--- src/rtl/fpu_status_sequencer.sv ---
// fpu_status_sequencer: drives the FPU status word controls around each instruction.
// It accumulates exceptions during execution, commits them, and gates issue on unmasked faults.
module fpu_status_sequencer #(
   parameter int TIMEOUT_CYCLES = 1024,
   parameter int CNT_W          = 11
) (
   input  logic       clk,
   input  logic       reset_n,
   input  logic       instr_start,
   output logic       instr_ready,
   input  logic       instr_done,
   input  logic [6:0] exc_in,
   input  logic [3:0] cc_in,
   input  logic       cc_valid,
   input  logic [5:0] ctrl_mask,
   input  logic       ctrl_iem,
   input  logic [5:0] sw_exc,
   input  logic       fclex,
   output logic       set_busy,
   output logic       clear_busy,
   output logic       cc_write,
   output logic [3:0] cc_out,
   output logic [6:0] exc_out,
   output logic       clear_exceptions,
   output logic       int_req,
   output logic       timeout
);
   typedef enum logic [1:0] {IDLE, EXEC, COMMIT, HOLD} state_t;
   state_t state_q, state_d;
   logic [6:0] exc_acc_q, exc_acc_d, exc_out_q, exc_out_d;
   logic [3:0] cc_acc_q, cc_acc_d, cc_out_q, cc_out_d;
   logic [CNT_W-1:0] cnt_q, cnt_d;
   logic cc_seen_q, cc_seen_d, fclex_pend_q, fclex_pend_d;
   logic set_busy_q, set_busy_d, clear_busy_q, clear_busy_d, cc_write_q, cc_write_d;
   logic clear_exc_q, clear_exc_d, int_req_q, int_req_d, timeout_q, timeout_d;
   logic start, in_exec, to_hit, fin, svc;
   always_comb begin
      start        = state_q == IDLE && instr_start;
      in_exec      = state_q == EXEC;
      // a done arriving on the last allowed cycle wins over the timeout
      to_hit       = in_exec && cnt_q == CNT_W'(TIMEOUT_CYCLES - 1) && !instr_done;
      fin          = in_exec && (instr_done || to_hit);
      svc          = state_q == COMMIT && (fclex || fclex_pend_q);
      exc_acc_d    = start ? '0 : in_exec ? exc_acc_q | exc_in | {6'b0, exc_in[6] | to_hit} : exc_acc_q;
      cc_acc_d     = start ? '0 : (in_exec && cc_valid) ? cc_in : cc_acc_q;
      cc_seen_d    = start ? 1'b0 : cc_seen_q | (in_exec && cc_valid);
      cnt_d        = start ? '0 : (in_exec && !(&cnt_q)) ? cnt_q + 1'b1 : cnt_q;
      fclex_pend_d = (in_exec && fclex) ? 1'b1 : state_q == COMMIT ? 1'b0 : fclex_pend_q;
      clear_exc_d  = svc || (fclex && (state_q == IDLE || state_q == HOLD));
      timeout_d    = to_hit ? 1'b1 : clear_exc_d ? 1'b0 : timeout_q;
      set_busy_d   = start;
      clear_busy_d = fin;
      cc_write_d   = fin && cc_seen_d;
      cc_out_d     = fin ? cc_acc_d : '0;
      exc_out_d    = fin ? exc_acc_d : '0;
      int_req_d    = !ctrl_iem && |(sw_exc & ~ctrl_mask);
      unique case (state_q)
         IDLE:    state_d = instr_start ? EXEC : IDLE;
         EXEC:    state_d = fin ? COMMIT : EXEC;
         COMMIT:  state_d = (|(exc_acc_q[5:0] & ~ctrl_mask) && !ctrl_iem && !svc) ? HOLD : IDLE;
         default: state_d = (fclex || fclex_pend_q) ? IDLE : HOLD;
      endcase
   end
   always_ff @(posedge clk or negedge reset_n) begin
      if (!reset_n) begin
         state_q      <= IDLE;
         exc_acc_q    <= '0;
         cc_acc_q     <= '0;
         cc_seen_q    <= 1'b0;
         cnt_q        <= '0;
         fclex_pend_q <= 1'b0;
         set_busy_q   <= 1'b0;
         clear_busy_q <= 1'b0;
         cc_write_q   <= 1'b0;
         cc_out_q     <= '0;
         exc_out_q    <= '0;
         clear_exc_q  <= 1'b0;
         int_req_q    <= 1'b0;
         timeout_q    <= 1'b0;
      end else begin
         state_q      <= state_d;
         exc_acc_q    <= exc_acc_d;
         cc_acc_q     <= cc_acc_d;
         cc_seen_q    <= cc_seen_d;
         cnt_q        <= cnt_d;
         fclex_pend_q <= fclex_pend_d;
         set_busy_q   <= set_busy_d;
         clear_busy_q <= clear_busy_d;
         cc_write_q   <= cc_write_d;
         cc_out_q     <= cc_out_d;
         exc_out_q    <= exc_out_d;
         clear_exc_q  <= clear_exc_d;
         int_req_q    <= int_req_d;
         timeout_q    <= timeout_d;
      end
   end
   assign instr_ready      = state_q == IDLE;
   assign set_busy         = set_busy_q;
   assign clear_busy       = clear_busy_q;
   assign cc_write         = cc_write_q;
   assign cc_out           = cc_out_q;
   assign exc_out          = exc_out_q;
   assign clear_exceptions = clear_exc_q;
   assign int_req          = int_req_q;
   assign timeout          = timeout_q;
endmodule

--- config.mk ---
export PLATFORM = sky130hd
export DESIGN_NAME = fpu_status_sequencer
export DESIGN_NICKNAME = d
export VERILOG_FILES = /design/src/rtl/fpu_status_sequencer.sv
export SDC_FILE = /design/constraint.sdc
export NUM_CORES = 1
export LEC_CHECK = 0
export CORE_MARGIN = 8
export CORE_UTILIZATION = 45
export CTS_BUF_LIST = sky130_fd_sc_hd__clkbuf_2
export DETAILED_ROUTE_END_ITERATION = 16
export GPL_TIMING_DRIVEN = 0
export HOLD_SLACK_MARGIN = 0.08
export PLACE_DENSITY = 0.72
export SETUP_SLACK_MARGIN = 0.05
export SLEW_MARGIN = 25
export SYNTH_ARGS = -nofsm -noshare
export SYNTH_HDL_FRONTEND = slang
export SYNTH_SLANG_ARGS = --single-unit
--- constraint.sdc ---
create_clock -name clk -period 1.95 [get_ports clk]
set_input_delay 0.39 -clock clk [delete_from_list [all_inputs] [get_ports clk]]
set_output_delay 0.39 -clock clk [all_outputs]
set_load 0.03 [all_outputs]
Word level (Yosys, flattened, before mapping)
Index checks and enable logic that the tools add are counted.
Storage, ports and cells
  memories kept: 0
  logic and storage cells: 72
  RAM bits: 0
  register bits after elaboration: 43
  latch bits: 0
  bits in read-only memories: 0
Cells by class
  muxes and demuxes: 18
  multipliers: 0
  reductions and logical operators: 28
  $lt $le $gt $ge: 0
  bitwise gates (word level): 7
  shifts and indexed selects: 0
  $add $sub $neg: 1
  div/mod/pow operators: 0
  equal/unequal tests: 4
Operator list (count)
  11-bit 2-to-1 mux: 2
  7-bit 2-to-1 mux: 3
  1-bit logical AND: 13
  6-bit AND: 2
  4-bit 2-to-1 mux: 3
  6-bit OR reduction: 2
  11-bit by 1-bit adder with 11-bit output (second input constant): 1
  11-bit by 10-bit equality test with 1-bit output (second input constant): 1
  11-bit AND reduction: 1
  7-bit by 1-bit OR with 7-bit output: 1
  7-bit OR: 1
  1-bit 2-to-1 mux: 6
  2-bit 2-to-1 mux: 3
  6-bit inverter: 1
  2-bit case mux with 3 select lines: 1
  2-bit nonzero test: 3
  2-bit equality test (second input constant): 2
  1-bit logical NOT: 4
  1-bit logical OR: 4
  2-bit by 1-bit equality test with 1-bit output (second input constant): 1
  2-bit logical NOT: 1
  1-bit OR: 2

Longest topological paths before layout
Gate-level depths: netlist (run 1).
  depth in word-level cells: 8
  depth in mapped cells: 7
  gate-level depth less buffers: 6

Least setup slack after synthesis (run 1)
OpenSTA, ideal clock, no wires.
  kind: register to register
  start point: reg state_q[0]
  end point: reg cnt_q[2]
  data required time: 1806 ps
  arrival time: 1650 ps
  path slack: 156 ps
  library setup time: 144 ps
  cell stages (with the launch flop): 7
  clock period less this slack: 1794 ps
  path through: dfrtp_1 > inv_1 > ha_1 > nand2_1 > inv_1 > buf_1 > nor3_1
On the way
  word-level cells in the longest chain between the ends: 3
  elaborated cells between the ends (all ways): 6
Ends and longest elaborated chain
  start, declared: RTL line 29  | state_t state_q, state_d;
  start signal, assigned: RTL line 81  | state_q <= state_d;
  2-bit logical NOT *
  named net instr_ready: RTL line 10  | output logic instr_ready,
  1-bit logical AND *: RTL line 38  | start = state_q == IDLE && instr_start;
  11-bit 2-to-1 mux / 2-bit nonzero test (equally long branches)
  end signal, assigned: RTL line 85  | cnt_q <= cnt_d;
  end, declared: RTL line 32  | logic [CNT_W-1:0] cnt_q, cnt_d;
The timed path passes the listed nets; every way through them passes the cells marked *.
A chain may end at the register's enable or synchronous reset.

Worst setup path in the final report (run 1)
  start point: reg exc_out_q[0] (netlist: exc_out[0])
  end point: out exc_out[0]
RTL lines
  start, declared: RTL line 30  | logic [6:0] exc_acc_q, exc_acc_d, exc_out_q, exc_out_d;
  start signal, assigned: RTL line 91  | exc_out_q <= exc_out_d;
  end, declared: RTL line 23  | output logic [6:0] exc_out,
No word-level cell between the ends.

==> impl_summary.log, run 1 <==
[metrics] net count after synthesis: between 200 and 250
[metrics] total CTS buffers: 5
[metrics] Critical Path, Cell by Cell: clkdlybuf4s50_1
[metrics] data required time at the worst endpoint: 1560 ps
[metrics] Core Box Area: 4230 sq um
[metrics] via density per instance: 5.24
[metrics] antenna violations before repair: 0
[metrics] starting utilization of the core area: 45.6%
[metrics] Synth Warn #: 0
[metrics] antenna viol nets, final: 0
[metrics] post-DR wirelength/cell: 15.7 microns
[metrics] CTS Root Cell: sky130_fd_sc_hd__clkbuf_2
[metrics] horizontal extent of the die: 81.5 microns
[metrics] sequential area share after synthesis: 55.8%
[metrics] startpoint types: flip-flop
[metrics] Layout Skew: between 5 and 6 ps
[metrics] Hold/Removal Path Class: primary input to asynchronous set/reset pin
[metrics] leading cell type in the layout, fill and taps excluded: sky130_fd_sc_hd__dfrtp_1
[metrics] overall die area: between 6000 and 7000 sq um
[metrics] startpoint of the most critical register-to-register path: state_q[1]$_DFF_PN0_
[metrics] count of input and output buffers: 47
[metrics] cell family contributing the most delay on the critical path: buffers and inverters
[metrics] Syn-to-layout area delta: 35.7%
[metrics] clk sink count: 43
[metrics] Top Ports: 48
[metrics] CP peak stage delay: 660 ps
[metrics] Max-cap violations: 0
[metrics] DPL Wire Length: 3290 microns
[metrics] Critical Path End Type: primary output
[metrics] maximum vdd ir drop: 0.554 mV
[metrics] prevailing post-synth register cell: sky130_fd_sc_hd__dfrtp_1
[metrics] setup total negative slack: 0 ps
[metrics] Inserted Diodes: 0
[metrics] most frequent cells in the layout: 43 x sky130_fd_sc_hd__dfrtp_1, 29 x sky130_fd_sc_hd__clkdlybuf4s50_1, 24 x sky130_fd_sc_hd__nor2_1
[metrics] weighted congestion at the end of routability-driven global placement: 0.785
[metrics] number of flops mapped to enable cells by yosys: 0
[metrics] wire length of the first global-routing pass: 7640 microns
[metrics] period utilization: between 90% and 100%
[metrics] die height: between 80 and 90 microns
[metrics] unique cell type count in the Yosys netlist: 37
[metrics] Detailed Route WL: approximately 4500 microns
[metrics] fin. max-slew vios: 0
[metrics] Slew Limit Headroom: 67.3%
[metrics] Synth Cell Area: 1930 sq um
[metrics] Slew @ Worst Pin: 491 ps
[metrics] standard-cell rows: 24
[metrics] GRT Residual Overflow: 0
[metrics] per-instance average area after synthesis: 10.8 sq um
[metrics] arrival time reported for the critical path endpoint: 1420 ps
[metrics] clock transition at the registers of the reported paths: 210 ps
[metrics] Slowest cell on crit path: sky130_fd_sc_hd__clkdlybuf4s50_1
[metrics] synthesized instance count: between 150 and 200
[metrics] crit path setup slack, layout: roughly 140 ps
[metrics] Bufs on Longest Clock Path: 2
[metrics] areal power density over the cells: 1100 nW/um^2
[metrics] setup-violating endpoint count in the final report: 0
[metrics] GRT Overall Usage: ~15%
[metrics] type of the setup path with the least slack: flip-flop to primary output
[metrics] nets: 271
[metrics] vias post-DR: 1515
[metrics] maximum achievable frequency: approximately 550 MHz
[metrics] Buf/Inv on CP: 1
[metrics] Period minus WS final: 1810 ps
[metrics] pin count of the biggest net entering global routing: 26
[metrics] async set-reset flop share out of synthesis: 100%
[metrics] TritonCTS clock tree: built
[metrics] unrepaired setup endpoints after global routing: no
[metrics] Core Util, Final: 61.8%
[metrics] number of remaining DRC errors: 0
[metrics] # fillers: 354
[metrics] total of flip-flops plus latches after synthesis: 43
[metrics] fraction of final layout cells with drive strength greater than 1: 14.8%
[metrics] count of endpoints failing hold in the final timing report: 0
[metrics] outcome: completed
[metrics] critical path startpoint: exc_out[0]$_DFF_PN0_
[metrics] Static Leakage: 1.44 nW
[metrics] number of DRC markers in iteration 0: 64
[metrics] count of TritonRoute iterations in the first routing pass: 4
[metrics] Worst Path Max Fanout: 1
[metrics] minimum setup slack after placement: -135 ps
[metrics] Skew-Pair Late Insertion Delay: 390 ps
[metrics] via count of the first global-routing pass: 1549
[metrics] CTS H-tree depth: 2
-- report_power, final --
part           total, mW  switching [mW]  internal (mW)
Combinational       1.14           0.696          0.444
Sequential          1.24           0.122           1.12
Clock              0.497           0.286          0.211
Total               2.88            1.10           1.78
-- final timing paths --
kind | endpoint | slack (ps) | depth (start not counted)
setup / recovery | exc_out[0] | 140 | 1
hold / removal | cc_acc_q[0]$_DFF_PN0_ | 420 | 2
setup reg to reg | cnt_q[6]$_DFFE_PN0P_ | 180 | 7
hold reg to reg | exc_acc_q[6]$_DFF_PN0_ | 510 | 2
max in group asynchronous | exc_acc_q[6]$_DFF_PN0_ | 1050 | 3
min in group clk | exc_acc_q[6]$_DFF_PN0_ | 510 | 2
-- synth_stat cells (all sizes together) (4+ instances only) --
cell type | instances | area (sq um)
o21ai | 5 | 28.8
nor3 | 16 | 130
nand3 | 5 | 25.0
inv | 15 | 56.3
nand2 | 9 | 33.8
buf | 7 | 36.3
a22o | 4 | 35.0
mux2i | 4 | 40.0
ha | 5 | 62.6
nor2 | 24 | 90.1
a21oi | 14 | 70.1
dfrtp | 43 | 1080
-- cell type report --
class / count / area (sq um) / area share [%]
clock inverter: 3 / 38.8 / 1.48
sequential: 43 / 1080 / 41.1
inverter: 15 / 56.3 / 2.15
buffer: 7 / 46.3 / 1.77
tap: 52 / 65.1 / 2.49
clock buffer: 5 / 25.0 / 0.956
timing repair buffer: 50 / 534 / 20.4
multi-input combinational: 114 / 776 / 29.6
-- per-layer routing --
layer	global-route usage, %	routed length [microns]
met1	19.5	2030
met2	22.4	2130
met3	5.80	329
met4	4.29	40
met5	0	0
-- kinds of logic (layout without fill, tap and decap cells) --
logic type	after synthesis	count (layout)	share of synthesized area, %
flip-flops	43	43	55.8
XOR/XNOR	2	2	0.908
buffers and inverters	22	80	4.80
AO/OA/AOI/OAI	38	38	13.0
adder cells (fa/ha/maj)	5	5	3.24
AND/OR/NAND/NOR	65	65	20.2
multiplexers	4	4	2.08
-- timing repair --
action,4_1_cts,5_1_grt
buffers inserted,0,1
endpoints found under the setup margin,4,39
hold endpoints to repair,18,0
hold buffers,1,0
resized for setup,4,25
pin swaps,0,0
-- worst register-to-register path: cells and delay by family, from the launching register on --
kind            cells  cell delay, ps
fa+ha+maj           1             170
compound gates      3             630
buf+inv             2             240
flops               1             450
simple gates        1             210
-- registers in the layout, indices dropped and copies added, names as in the netlist --
name and flops:
cc_acc_q 4, clear_exceptions 1, cc_write 1, int_req 1
state_q 2, exc_acc_q 7, cc_out 4, cnt_q 11
timeout 1, exc_out 7, fclex_pend_q 1, clear_busy 1
cc_seen_q 1, set_busy 1
-- stage by stage --
stage               cells  instance area, sq um  power, mW  hold slack [ps]
floorplan             179                  1930       1.97             94.4
global placement      278                  2460       2.37              463
detailed placement    279                  2480       2.40              359
CTS                   288                  2550       2.90              406
global route          289                  2620       3.09              412
finish                289                  2620       2.88              422
No activity file was read; power rests on OpenSTA's default activity.
==> run 2, diff against run 1 <==
==> constraint.sdc (replaced) <==
create_clock -name clk -period 1.67 [get_ports clk]
set_input_delay 0.334 -clock clk [delete_from_list [all_inputs] [get_ports clk]]
set_output_delay 0.334 -clock clk [all_outputs]
set_load 0.03 [all_outputs]
==> run 2 against run 1 <==
Sequential share of layout area is 1.7 points lower. Sequential cell count is the same. Largest cell class unchanged. Sequential power grew 18%. Clock-buffer cell count unchanged. First-iteration DRC count is 58% higher. Wire length rose by 2.1%. Combinational power rose by 34%. Die area unchanged.
==> impl_summary.log, run 2 (synthesis gave the netlist of run 1 again) <==
[metrics] Slew @ Worst Pin: 554 ps (+62.7 ps)
[metrics] number of cell instances on the worst register-to-register path: 7 (unchanged)
[metrics] Syn-to-layout area delta: 41.6%
[metrics] portion of total power attributed to the clock network: 16.3% (-1.0 points)
[metrics] CTS H-tree depth: 2 (unchanged)
[metrics] Bufs on Longest Clock Path: 2 (unchanged)
[metrics] most frequent cells in the layout: 43 x sky130_fd_sc_hd__dfrtp_1, 28 x sky130_fd_sc_hd__clkdlybuf4s50_1, 24 x sky130_fd_sc_hd__nor2_1
[metrics] Static Leakage: 1.34 nW (-6.9%)
[metrics] number of remaining DRC errors: 0 (unchanged)
[metrics] antenna viol nets, final: 0 (unchanged)
[metrics] Detailed Route WL: 4620 microns (+2.1%)
[metrics] leading cell type in the layout, fill and taps excluded: sky130_fd_sc_hd__dfrtp_1
[metrics] Layout Skew: 21.7 ps (+16.7 ps)
[metrics] type of the setup path with the least slack: flip-flop to flip-flop
[metrics] antenna violations before repair: 0 (unchanged)
[metrics] # fillers: 350 (-1.1%)
[metrics] Core Util, Final: 64.5% (+2.7 points)
[metrics] sw frac: 38.6% (+0.25 points)
[metrics] crit path setup slack, layout: 28.7 ps (-112 ps)
[metrics] Period minus WS final: 1640 ps
[metrics] count of TritonRoute iterations in the first routing pass: 4 (unchanged)
[metrics] cell family contributing the most delay on the critical path: simple AND/OR/NAND/NOR gates
[metrics] sequential group share of total power: 40.8% (-2.4 points)
[metrics] outcome: completed
[metrics] unrepaired setup endpoints after global routing: yes
[metrics] number of DRC markers in iteration 0: 101 (+58%)
[metrics] Pint: 2.19 mW (+23%)
[metrics] Max-cap violations: 0 (unchanged)
[metrics] post-DR wirelength/cell: 15.5 microns (-0.99%)
[metrics] Buf/Inv on CP: 2 (+1)
[metrics] via count of the first global-routing pass: 1578 (+1.9%)
[metrics] Worst Path Max Fanout: 6 (+5)
[metrics] via density per instance: 5.21 (-0.59%)
[metrics] Post-DP Area: 2490 sq um (+0.61%)
[metrics] maximum vdd ir drop: 0.695 mV (+25%)
[metrics] stages on the worst setup path: 7 (+6)
[metrics] total CTS buffers: 5 (unchanged)
[metrics] Core Box Area: 4230 sq um (unchanged)
[metrics] areal power density over the cells: 1310 nW/um^2 (+19%)
[metrics] weighted congestion at the end of routability-driven global placement: 0.780 (-0.62%)
[metrics] data required time at the worst endpoint: 2030 ps (+470 ps)
[metrics] maximum achievable frequency: between 600 and 700 MHz
[metrics] overall die area: 6640 sq um (unchanged)
[metrics] fin. max-slew vios: 0 (unchanged)
[metrics] clk sink count: 43 (unchanged)
[metrics] count of input and output buffers: 47 (unchanged)
[metrics] nets: 280 (+3.3%)
[metrics] storage element area: 1080 sq um (unchanged)
[metrics] combinational group share of total power: 42.8% (+3.2 points)
[metrics] horizontal extent of the die: 81.5 microns (unchanged)
[metrics] vias post-DR: 1553 (+2.5%)
[metrics] pin count of the biggest net entering global routing: 23 (-12%)
[metrics] Hold/Removal Path Class: primary input to asynchronous set/reset pin
[metrics] final instance area: 2730 sq um (+4.3%)
[metrics] GRT Residual Overflow: 0 (unchanged)
[metrics] count of endpoints failing hold in the final timing report: 0 (unchanged)
[metrics] number of flip-flops under the largest register name: 11 (unchanged)
[metrics] DPL Wire Length: 3250 microns (-1.2%)
[metrics] wire length of the first global-routing pass: 7410 microns (-3.0%)
[metrics] Skew-Pair Late Insertion Delay: 400 ps (about the same)
[metrics] Top Ports: 48 (unchanged)
[metrics] starting utilization of the core area: 45.6% (unchanged)
[metrics] GRT Overall Usage: 14.6% (-0.38 points)
[metrics] Critical Path, Cell by Cell: inv_2 -> ha_4 -> buf_6 -> and4_4 -> nand2_4 -> or4_4 -> a21oi_2
[metrics] area of the multi-input gates: 863 sq um (+11%)
[metrics] Slew Limit Headroom: 63.1% (-4.2 points)
[metrics] setup-violating endpoint count in the final report: 0 (unchanged)
[metrics] Slowest cell on crit path: sky130_fd_sc_hd__dfrtp_1
[metrics] top register by number of flip-flops: cnt_q
[metrics] period utilization: 98.3%
[metrics] clock transition at the registers of the reported paths: 220 ps (about the same)
[metrics] startpoint types: flip-flop
[metrics] minimum setup slack after placement: -132 ps (+3.03 ps)
[metrics] Critical Path End Type: flip-flop
[metrics] sw power: 1.38 mW (+25%)
[metrics] standard-cell rows: 24 (unchanged)
[metrics] fraction of final layout cells with drive strength greater than 1: 22.4% (+7.6 points)
[metrics] hold slack: 410 ps (-12.3 ps)
[metrics] Inserted Diodes: 0 (unchanged)
[metrics] CP peak stage delay: 430 ps (-230 ps)
[metrics] die height: 81.5 microns (unchanged)
[metrics] arrival time reported for the critical path endpoint: 2000 ps (+580 ps)
[metrics] TritonCTS clock tree: built
[metrics] CTS Root Cell: sky130_fd_sc_hd__clkbuf_2
-- run 2: cell types whose count changed in the layout (fill, tap and decap cells not counted), moves of 3 or more --
| cell | delta |
|---|---|
| sky130_fd_sc_hd__ha_1 | -3 |
| sky130_fd_sc_hd__dlygate4sd2_1 | +16 |
| sky130_fd_sc_hd__ha_4 | +3 |
| sky130_fd_sc_hd__clkbuf_2 | -3 |
| sky130_fd_sc_hd__buf_4 | +9 |
| sky130_fd_sc_hd__dlymetal6s2s_1 | -15 |
-- run 2: area by class of cell --
cell class | count | share of cell area [%]
buffer | 7 | 1.79
clock buffer | 5 | 0.916
clock inverter | 3 | 1.42
inverter | 15 | 2.06
multi-input combinational | 114 | 31.6
sequential | 43 | 39.4
tap | 52 | 2.38
timing repair buffer | 59 | 20.4
-- run 2: stage by stage --
step                      total power, mW  instances  TNS [ps]
after global routing                 3.82        298      -256
after CTS                            3.42        291         0
after floorplan                      2.32        179         0
after detailed placement             2.82        279     -1450
after global placement               2.79        278    -39370
final                                3.57        298         0
-- run 2: path summary, 6_finish.rpt --
kind	startpoint	to	slack, ps
min	reset_n	cc_acc_q[2]$_DFF_PN0_	410
max in group asynchronous	reset_n	exc_acc_q[6]$_DFF_PN0_	740
max	state_q[1]$_DFF_PN0_	cnt_q[7]$_DFFE_PN0P_	30
min reg2reg	exc_acc_q[6]$_DFF_PN0_	exc_acc_q[6]$_DFF_PN0_	520
min in group clk	ctrl_iem	int_req$_DFF_PN0_	490
max reg2reg	state_q[1]$_DFF_PN0_	cnt_q[7]$_DFFE_PN0P_	30
-- run 2: worst register-to-register path: stages, from the launching register on --
cell and delay (ps):
sky130_fd_sc_hd__dfrtp_1 430, sky130_fd_sc_hd__inv_2 70, sky130_fd_sc_hd__ha_4 120, sky130_fd_sc_hd__buf_6 110
sky130_fd_sc_hd__and4_4 230, sky130_fd_sc_hd__nand2_4 70, sky130_fd_sc_hd__or4_4 430, sky130_fd_sc_hd__a21oi_2 150
-- run 2: power groups by stage --
| stage | Sequential, mW | Clock, mW | Combinational, mW |
|---|---|---|---|
| detailed placement | 1.48 | 0 | 1.35 |
| global placement | 1.47 | 0 | 1.32 |
| CTS | 1.45 | 0.595 | 1.38 |
| global route | 1.48 | 0.642 | 1.70 |
| floorplan | 1.60 | 0 | 0.714 |
| finish | 1.46 | 0.583 | 1.53 |
-- run 2: repair_timing --
action / in CTS / in global routing
endpoints found under the setup margin: 38 / 37
buffers inserted: 3 / 7
resized for setup: 30 / 17
endpoints found under the hold margin: 21 / 0
hold buffers: 1 / 0
pin swaps: 1 / 6
-- run 2: layer usage --
| metal | GRT usage, % | vias up | part of all wire, % |
|---|---|---|---|
| met5 | 0 | - | 0 |
| met4 | 3.75 | 0 | 1.3 |
| met3 | 5.80 | 7 | 6.9 |
| met2 | 23.5 | 39 | 47 |
| met1 | 17.7 | 742 | 44 |
| li1 | - | 765 | - |
==> run 3, diff against run 2 <==
--- a/config.mk
+++ b/config.mk
@@ -5,7 +5,6 @@
 export SDC_FILE = /design/constraint.sdc
 export NUM_CORES = 1
 export LEC_CHECK = 0
-export CORE_MARGIN = 8
 export CORE_UTILIZATION = 45
 export CTS_BUF_LIST = sky130_fd_sc_hd__clkbuf_2
 export DETAILED_ROUTE_END_ITERATION = 16
==> run 3 against run 2 <==
Hold slack worse by 9.9 ps. First-iteration DRC count is 7.9% higher. Via count grew 3.9%. Largest power group unchanged. Sequential cell count is the same. Largest cell class unchanged. Critical path type is now flip-flop to primary output. Combinational power rose by 16%. Sequential share of layout area shrank 2.0 points. Clock skew down 8.4 ps. Power up 9.0%. Core utilization grew 6.4 points. Worst setup slack improved by 8.8 ps. Global-route usage up 6.1 points. Register-to-register slack gained 20 ps.
==> impl_summary.log, run 3 (synthesis gave the netlist of run 1 again) <==
[metrics] Syn-to-layout area delta: 49.2%
[metrics] Skew-Pair Late Insertion Delay: 420 ps (+20 ps)
[metrics] crit path setup slack, layout: 37.5 ps (+8.83 ps)
[metrics] setup-violating endpoint count in the final report: 0 (unchanged)
[metrics] maximum achievable frequency: 613 MHz (+0.54%)
[metrics] via count of the first global-routing pass: 1514 (-4.1%)
[metrics] Slew @ Worst Pin: 567 ps (+13.6 ps)
[metrics] CP peak stage delay: 440 ps (about the same)
[metrics] wire length of the first global-routing pass: 6870 microns (-7.3%)
[metrics] period utilization: 97.8% (-0.53 points)
[metrics] Worst Path Max Fanout: 2 (-4)
[metrics] Slew Limit Headroom: 62.2% (-0.91 points)
[metrics] startpoint types: flip-flop
[metrics] CTS H-tree depth: 2 (unchanged)
[metrics] Inserted Diodes: 0 (unchanged)
[metrics] Worst setup endpoint: instr_ready
[metrics] maximum vdd ir drop: 0.879 mV (+27%)
[metrics] critical path startpoint: state_q[1]$_DFF_PN0_
[metrics] TritonCTS clock tree: built
[metrics] standard-cell rows: 23 (-4.2%)
[metrics] most frequent cells in the layout: 42 x sky130_fd_sc_hd__dfrtp_1, 28 x sky130_fd_sc_hd__clkdlybuf4s50_1, 24 x sky130_fd_sc_hd__nor2_1
[metrics] antenna viol nets, final: 0 (unchanged)
[metrics] Max-cap violations: 0 (unchanged)
[metrics] Core Util, Final: 70.9% (+6.4 points)
[metrics] arrival time reported for the critical path endpoint: 1300 ps (-700 ps)
[metrics] die height: 67.5 microns (-17%)
[metrics] Detailed Route WL: 4560 microns (-1.3%)
[metrics] fin. max-slew vios: 0 (unchanged)
[metrics] fraction of final layout cells with drive strength greater than 1: 29.0% (+6.7 points)
[metrics] unrepaired setup endpoints after global routing: yes
[metrics] starting utilization of the core area: 47.5% (+2.0 points)
[metrics] Post-DP Area: 2490 sq um (-0.10%)
[metrics] Top Ports: 48 (unchanged)
[metrics] outcome: completed
[metrics] Critical Path End Type: primary output
[metrics] GRT Overall Usage: 20.6% (+6.1 points)
[metrics] overall die area: 4550 sq um (-31%)
[metrics] nets: 282 (+0.71%)
[metrics] DPL Wire Length: 2920 microns (-10%)
[metrics] number of DRC markers in iteration 0: 109 (+7.9%)
[metrics] pin count of the biggest net entering global routing: 24 (+4.3%)
[metrics] post-DR wirelength/cell: 15.3 microns (-1.3%)
[metrics] count of TritonRoute iterations in the first routing pass: 5 (+1)
[metrics] Layout Skew: 13.3 ps (-8.36 ps)
[metrics] startpoint of the most critical register-to-register path: state_q[1]$_DFF_PN0_
[metrics] top register by number of flip-flops: cnt_q
[metrics] Core Box Area: 4060 sq um (-4.2%)
[metrics] total CTS buffers: 5 (unchanged)
[metrics] worst reg2reg endpoint: cnt_q[5]$_DFFE_PN0P_
[metrics] weighted congestion at the end of routability-driven global placement: 0.732 (-6.1%)
[metrics] count of input and output buffers: 47 (unchanged)
[metrics] overall power: 3.89 mW (+9.0%)
[metrics] data required time at the worst endpoint: 1340 ps (-690 ps)
[metrics] antenna violations before repair: 0 (unchanged)
[metrics] type of the setup path with the least slack: flip-flop to primary output
[metrics] Bufs on Longest Clock Path: 2 (unchanged)
[metrics] Period minus WS final: 1630 ps (-8.83 ps)
[metrics] GRT Residual Overflow: 0 (unchanged)
[metrics] Static Leakage: 1.36 nW (+1.4%)
[metrics] clock transition at the registers of the reported paths: 240 ps (+20 ps)
[metrics] leading cell type in the layout, fill and taps excluded: sky130_fd_sc_hd__dfrtp_1
[metrics] areal power density over the cells: 1350 nW/um^2 (+3.5%)
[metrics] CTS Root Cell: sky130_fd_sc_hd__clkbuf_2
[metrics] number of flip-flops under the largest register name: 11 (unchanged)
[metrics] clk sink count: 43 (unchanged)
[metrics] register-to-register setup slack: 50 ps (+20 ps)
[metrics] horizontal extent of the die: 67.5 microns (-17%)
[metrics] number of cell instances on the worst register-to-register path: 6 (-1)
[metrics] minimum setup slack after placement: -118 ps (+13.5 ps)
[metrics] vias post-DR: 1614 (+3.9%)
[metrics] number of remaining DRC errors: 0 (unchanged)
[metrics] count of endpoints failing hold in the final timing report: 0 (unchanged)
[metrics] via density per instance: 5.42 (+3.9%)
[metrics] Hold/Removal Path Class: primary input to asynchronous set/reset pin
[metrics] Critical Path, Cell by Cell: inv_2 -> ha_2 -> buf_6
[metrics] final instance area: 2880 sq um (+5.4%)
[metrics] Slowest cell on crit path: sky130_fd_sc_hd__dfrtp_1
[metrics] hold slack: 400 ps (-9.91 ps)
==> run 3: cell type report <==
type | count | area, sq um
Timing Repair Buffer | 62 | 601
Sequential cell | 43 | 1080
Clock buffer | 5 | 25.0
Buffer | 6 | 45.0
Tap cell | 50 | 62.6
Clock inverter | 3 | 47.5
Multi-Input combinational cell | 114 | 963
Inverter | 15 | 56.3
Fill cell | 315 | 1180
==> run 3: power breakdown <==
group | total, mW | internal [mW] | switching [mW]
Clock | 0.640 | 0.262 | 0.378
Combinational | 1.77 | 0.772 | 0.993
Sequential | 1.49 | 1.31 | 0.180
Total | 3.89 | 2.34 | 1.55
==> run 3: worst min path at each step <==
stage | startpoint | endpoint | slack, ps | cells past startpoint
after floorplan | reset_n | cc_acc_q[0]$_DFF_PN0_ | 40 | 0
after global placement | exc_acc_q[6]$_DFF_PN0_ | exc_acc_q[6]$_DFF_PN0_ | 460 | 2
after detailed placement | reset_n | exc_out[3]$_DFF_PN0_ | 360 | 1
after CTS | reset_n | exc_out[5]$_DFF_PN0_ | 400 | 2
after global routing | reset_n | exc_out[3]$_DFF_PN0_ | 440 | 2
final | reset_n | exc_out[3]$_DFF_PN0_ | 400 | 2
==> run 3: metrics by stage <==
stage,cells,TNS [ps]
3_3_place_gp,276,-39230
4_1_cts,291,-3.40
3_5_place_dp,277,-1240
5_1_grt,298,-83.7
2_1_floorplan,179,0
6_report,298,0
==> run 3: layer usage <==
layer	up-vias	track usage (%)	routed length [microns]	share of wire, %
met5	-	0	0	0
met4	0	7.18	87	1.9
met3	11	5.57	278	6.1
met2	53	32.4	2130	47
met1	780	27.2	2070	45
li1	770	-	-	-
==> run 3: what timing repair did <==
item | 4_1_cts | 5_1_grt
resized for setup | 34 | 46
endpoints found under the hold margin | 22 | 0
setup buffers | 5 | 7
endpoints found under the setup margin | 34 | 30
pin swaps | 0 | 22
hold buffers | 1 | 0
cloned | 0 | 1
==> run 3: critical path, delay by kind of cell (launching register included) <==
kind,cells,cell delay [ps]
buffers and inverters,2,230
DFF,1,440
adders and majority gates,1,220
